## src/rtl/ac_motor_sequencer.sv

```systemverilog
// Start/stop sequencer for the AC motor drive: arms the gate drivers, ramps the
// power setpoint toward a target, ramps down on stop, and latches shoot-through faults.
module ac_motor_sequencer #(
  parameter int RAMP_DIV   = 1024,
  parameter int RAMP_STEP  = 1,
  parameter int ARM_CYCLES = 256
) (
  input  logic        clk,
  input  logic        rst_n,
  input  logic        start,
  input  logic        stop,
  input  logic [11:0] target,
  input  logic        fault,
  input  logic        fault_clear,
  output logic [11:0] power,
  output logic        enable,
  output logic        at_target,
  output logic        fault_latched,
  output logic [2:0]  state
);

  localparam logic [2:0] S_IDLE  = 3'd0;
  localparam logic [2:0] S_ARM   = 3'd1;
  localparam logic [2:0] S_RAMP  = 3'd2;
  localparam logic [2:0] S_RUN   = 3'd3;
  localparam logic [2:0] S_STOP  = 3'd4;
  localparam logic [2:0] S_FAULT = 3'd5;

  localparam int DIV_W = $clog2(RAMP_DIV + 1);
  localparam int ARM_W = $clog2(ARM_CYCLES + 1);
  localparam logic [DIV_W-1:0] DIV_RELOAD = DIV_W'(RAMP_DIV - 1);
  localparam logic [ARM_W-1:0] ARM_RELOAD = ARM_W'(ARM_CYCLES - 1);
  localparam logic [12:0]      STEP13     = 13'(RAMP_STEP);

  logic [2:0]       state_q, state_d;
  logic [11:0]      power_q, power_d;
  logic [ARM_W-1:0] arm_q, arm_d;
  logic [DIV_W-1:0] div_q, div_d;

  logic [12:0] pwr13, tgt13, diff13, ramp_amt, ramp13, down_amt, down13;
  logic        up, tick;

  function automatic logic [11:0] sat12(input logic [12:0] v);
    return (v > 13'd4095) ? 12'hFFF : v[11:0];
  endfunction

  // Step sizes are clamped so power lands exactly on target / zero.
  always_comb begin
    pwr13    = {1'b0, power_q};
    tgt13    = {1'b0, target};
    up       = tgt13 > pwr13;
    diff13   = up ? (tgt13 - pwr13) : (pwr13 - tgt13);
    ramp_amt = (diff13 < STEP13) ? diff13 : STEP13;
    ramp13   = up ? (pwr13 + ramp_amt) : (pwr13 - ramp_amt);
    down_amt = (pwr13 < STEP13) ? pwr13 : STEP13;
    down13   = pwr13 - down_amt;
    tick     = (div_q == '0);
  end

  always_ff @(posedge clk or negedge rst_n) begin
    if (!rst_n) begin
      state_q <= S_IDLE;
      power_q <= '0;
      arm_q   <= '0;
      div_q   <= '0;
    end else begin
      state_q <= state_d;
      power_q <= power_d;
      arm_q   <= arm_d;
      div_q   <= div_d;
    end
  end

  always_comb begin
    state_d = state_q;
    power_d = power_q;
    arm_d   = arm_q;
    div_d   = div_q;
    if (fault) begin
      state_d = S_FAULT;
      power_d = '0;
      arm_d   = '0;
      div_d   = '0;
    end else begin
      case (state_q)
        S_IDLE: begin
          power_d = '0;
          if (start && !stop) begin
            state_d = S_ARM;
            arm_d   = ARM_RELOAD;
          end
        end
        S_ARM: begin
          power_d = '0;
          if (stop) begin
            state_d = S_IDLE;
          end else if (arm_q == '0) begin
            state_d = S_RAMP;
            div_d   = DIV_RELOAD;
          end else begin
            arm_d = arm_q - 1'b1;
          end
        end
        S_RAMP: begin
          if (stop) begin
            state_d = S_STOP;
          end else if (power_q == target) begin
            state_d = S_RUN;
          end else if (tick) begin
            power_d = sat12(ramp13);
            div_d   = DIV_RELOAD;
          end else begin
            div_d = div_q - 1'b1;
          end
        end
        S_RUN: begin
          if (stop) begin
            state_d = S_STOP;
            div_d   = DIV_RELOAD;
          end else if (power_q != target) begin
            state_d = S_RAMP;
            div_d   = DIV_RELOAD;
          end
        end
        S_STOP: begin
          if (power_q == '0) begin
            state_d = S_IDLE;
          end else if (tick) begin
            power_d = sat12(down13);
            div_d   = DIV_RELOAD;
          end else begin
            div_d = div_q - 1'b1;
          end
        end
        S_FAULT: begin
          power_d = '0;
          if (fault_clear) state_d = S_IDLE;
        end
        default: begin
          state_d = S_FAULT;
          power_d = '0;
        end
      endcase
    end
  end

  always_comb begin
    power         = power_q;
    state         = state_q;
    enable        = (state_q == S_ARM) || (state_q == S_RAMP) ||
                    (state_q == S_RUN) || (state_q == S_STOP);
    at_target     = (state_q == S_RUN);
    fault_latched = (state_q == S_FAULT);
  end

endmodule

```

## config.mk

```make
export PLATFORM = sky130hd
export DESIGN_NAME = ac_motor_sequencer
export DESIGN_NICKNAME = d
export VERILOG_FILES = /design/src/rtl/ac_motor_sequencer.sv
export SDC_FILE = /design/constraint.sdc
export NUM_CORES = 1
export LEC_CHECK = 0
export ABC_AREA = 1
export CORE_ASPECT_RATIO = 1.25
export CORE_MARGIN = 3
export CORE_UTILIZATION = 54
export CTS_CLUSTER_SIZE = 25
export DETAILED_ROUTE_END_ITERATION = 10
export PLACE_DENSITY_LB_ADDON = 0.25
export SLEW_MARGIN = 20
export SYNTH_ARGS = -nofsm -noshare
export SYNTH_HDL_FRONTEND = slang
export SYNTH_SLANG_ARGS = --single-unit
export TNS_END_PERCENT = 5
```

## constraint.sdc

```tcl
create_clock -name clk -period 6.4 [get_ports clk]
set_clock_uncertainty 0.1 [all_clocks]
set_input_delay 1.28 -clock clk [delete_from_list [all_inputs] [get_ports clk]]
set_output_delay 1.28 -clock clk [all_outputs]
set_load 0.005 [all_outputs]
```

==> impl_metrics.csv <==
group,metric,value,unit
status,outcome,"completed",
final_layout,stdcell_area,0.00504,mm²
floorplan,ioPinCount,36,
routing,drt_iter0_drc,352,
pwr,p_per_area,513,mW/mm²
setup_path,critical_path.max_stage_delay,0.48,ns
logic_synthesis,synthFlopType,"dfrtp_1",
sta,timing.fmax,169,MHz
pwr,net-switching-power,1.47,mW
setup_path,cp-startpoint,"target[2]",
setup_path,reg2reg_setup_slack,1.39,ns
final_layout,drive_gt1_frac,0.0563,
setup_path,start_kind,"input pin",
logic_synthesis,yosysUniqueCellTypes,49,
final_layout,fillCellCount,749,
setup_path,reg2reg_from,"power[2]$_DFFE_PN0P_",
routing,wl,12900,µm
final_layout,layout_common_cells,"nand2_1, inv_1, nor2_1, nand3_1",
global_route,grt_antenna_before_repair,0,
clock_tree,cts_hold_buffers,0,
final_layout,nets,807,
logic_synthesis,synth_warnings,0,
clock_tree,cts_buffers,5,
pwr,swShare,0.569,
hold_path,hold_start,"arm_q[8]$_DFFE_PN0P_",
final_layout,diodes,0,
placed_design,post-dp-hpwl,10400,µm
sta,fin_crit_sh,0.927,
final_layout,syn_to_final_growth,11.0,%
floorplan,dieArea,0.00954,mm²
clock_tree,cts-htree-levels,2,
floorplan,die_w,88.0,µm
hold_path,holdPathStages,2,
logic_synthesis,synth-async-reset-ratio,1.00,
setup_path,slowest_stage,"clkdlybuf4s50_1",
sta,slew_violations,0,
setup_path,cp.arrival,6.02,ns
clock_tree,cts.sinks,35,
global_route,grt_max_degree,36,
pwr,power_frac_clock,0.077,
flow_run,maxCapViolCount,0,
placed_design,place_area,0.00492,mm²
setup_path,worstReg2RegEnd,"power[6]$_DFFE_PN0P_",
floorplan,row_count,36,
clock_tree,clk_path_buf_depth,2,
global_route,grt_pass1_wl,21500,µm
routing,dr.pass1.iters,5,
clock_tree,clk_pin_slew,0.08,ns
setup_path,worst-path-buf-inv,5,
setup_path,worstPathRequired,6.49,ns
clock_tree,post_cts_buffers,0,
sta,slew-limit-headroom,0.450,
sta,tightest_slew,0.824,ns
pwr,pwr-share-comb,0.754,
global_route,gr-total-overflow,0,
logic_synthesis,ys_ff_latch,35,
setup_path,cp_common_cell,"nand2_1",
hold_path,whs_endpoint,"arm_q[8]$_DFFE_PN0P_",
hold_path,worstHoldPathType,"register to register",
clock_tree,cts_root_buf,"clkbuf_8",
setup_path,cp_max_fo,17,
global_route,grt_pass1_vias,4634,
logic_synthesis,syn-mean-instance-area,6.32,µm²
pwr,power.leakage,2.66,nW
sta,fin_setup_tns,0,ns
floorplan,start_util,0.569,
routing,vias_per_cell,5.60,
routing,route.vias.total,4710,
logic_synthesis,ys_seq_area_frac,0.193,
sta,finalHoldViolations,0,
sta,fin_crit,5.93,ns
routing,postRouteAntennaNets,0,
pwr,power.internal,1.11,mW
sta,rsz0062_at_grt,"false",
clock_tree,insertion_delay,0.29,ns
sta,finalSetupViolCount,0,
logic_synthesis,syn_nets,780,
clock_tree,tritoncts,"done",
routing,drc,0,
logic_synthesis,syn_area,0.00454,mm²
floorplan,coreArea,0.00797,mm²
logic_synthesis,synth_cells,718,
pwr,peakVddDrop,0.000286,V
final_layout,layout_commonest_cell,"nand2_1",
placed_design,place.gp.congestion,0.998,
setup_path,r2r_cells,29,
placed_design,io_buffers,35,
clock_tree,cts_resized,0,
setup_path,critPathTopFamily,"simple AND/OR/NAND/NOR gates",
global_route,grt.total_usage,0.284,
pwr,seqPwrFrac,0.169,
setup_path,worstSetupEndpointType,"register",
setup_path,worstSetupPathType,"input pin to register",
logic_synthesis,synth_edf_count,0,
floorplan,die_h,108,µm
routing,wl_per_cell,15.4,µm
kinds of logic (layout without fill, tap and decap cells):
group | count (synthesis) | in the layout | synth area share
XOR/XNOR | 34 | 34 | 0.0657
AND/OR/NAND/NOR | 372 | 372 | 0.359
adder cells (fa/ha/maj) | 44 | 44 | 0.126
buffers and inverters | 119 | 147 | 0.105
AO/OA/AOI/OAI | 113 | 113 | 0.150
flip-flops | 35 | 35 | 0.193
other | 1 | 1 | 0.000827
worst max path at each step:
stage / to / depth (start not counted)
2_1_floorplan: power[5]$_DFFE_PN0P_ / 31
3_3_place_gp: power[9]$_DFFE_PN0P_ / 29
3_5_place_dp: power[6]$_DFFE_PN0P_ / 31
4_1_cts: power[6]$_DFFE_PN0P_ / 31
5_1_grt: power[11]$_DFFE_PN0P_ / 30
6_report: power[6]$_DFFE_PN0P_ / 31
Yosys cell counts, drive strengths merged (2+ instances only):
library cell | number | area share
nand2 | 209 | 0.18
inv | 102 | 0.085
nor2 | 75 | 0.068
nand3 | 52 | 0.062
a21oi | 43 | 0.049
ha | 41 | 0.11
dfrtp | 35 | 0.19
xor2 | 32 | 0.062
o21ai | 31 | 0.036
nand4 | 16 | 0.022
nor3 | 12 | 0.017
o22ai | 11 | 0.015
buf | 10 | 0.014
clkbuf | 6 | 0.0058
o211ai | 6 | 0.011
nand3b | 5 | 0.0083
o31ai | 4 | 0.0066
a211oi | 3 | 0.0061
a21o | 3 | 0.0050
fa | 3 | 0.013
o2111ai | 3 | 0.0058
o21bai | 3 | 0.0050
a221oi | 2 | 0.0039
a31oi | 2 | 0.0028
xnor2 | 2 | 0.0039
stage by stage:
stage / power, mW / utilization / std cells / hold WS, ns / setup slack (ns)
CTS: 2.57 / 0.632 / 841 / 0.417 / 0.499
finish: 2.58 / 0.632 / 841 / 0.412 / 0.468
global placement: 2.32 / 0.618 / 833 / 0.383 / 0.335
floorplan: 1.85 / - / 718 / 0.363 / 1.44
detailed placement: 2.35 / 0.618 / 833 / 0.396 / 0.218
global route: 2.86 / 0.632 / 841 / 0.454 / 0.0740
worst reg2reg max path, delay by kind of cell, from the launching register on:
kind                       cells  cell delay [ns]
adders and majority gates      3             1.14
AOI/OAI and AO/OA              3             0.68
xor gates and xnor gates       1             0.23
buffers and inverters          3             0.35
and+or+nand+nor               19             1.87
DFF                            1             0.53
state kept, by name, summed over array words and instances (netlist names):
name	cells
div_q	11
state	3
power	12
arm_q	9
area by class of cell:
type / count / area, µm² / share of cell area
clock buffers: 5 / 68.8 / 0.0137
clock inverters: 3 / 43.8 / 0.00870
inverters: 103 / 389 / 0.0773
multi-input cells: 564 / 3180 / 0.632
flip-flops and latches: 35 / 876 / 0.174
well taps: 95 / 119 / 0.0236
repair buffers: 36 / 358 / 0.0711
power by group through the flow:
stage / Clock, mW / Combinational (mW) / Sequential (mW)
floorplan: 0 / 1.46 / 0.393
global placement: 0 / 1.89 / 0.432
detailed placement: 0 / 1.91 / 0.438
CTS: 0.204 / 1.93 / 0.434
global route: 0.214 / 2.19 / 0.450
finish: 0.199 / 1.95 / 0.437
layer usage:
metal / GRT usage / vias to the layer above / part of all wire
met2: 0.498 / 171 / 0.49
met4: 0.125 / 0 / 0.040
met5: 0 / - / 0
li1: - / 2386 / -
met3: 0.0229 / 34 / 0.048
met1: 0.351 / 2119 / 0.42
Note: power is estimated with default switching activity, not from simulation.
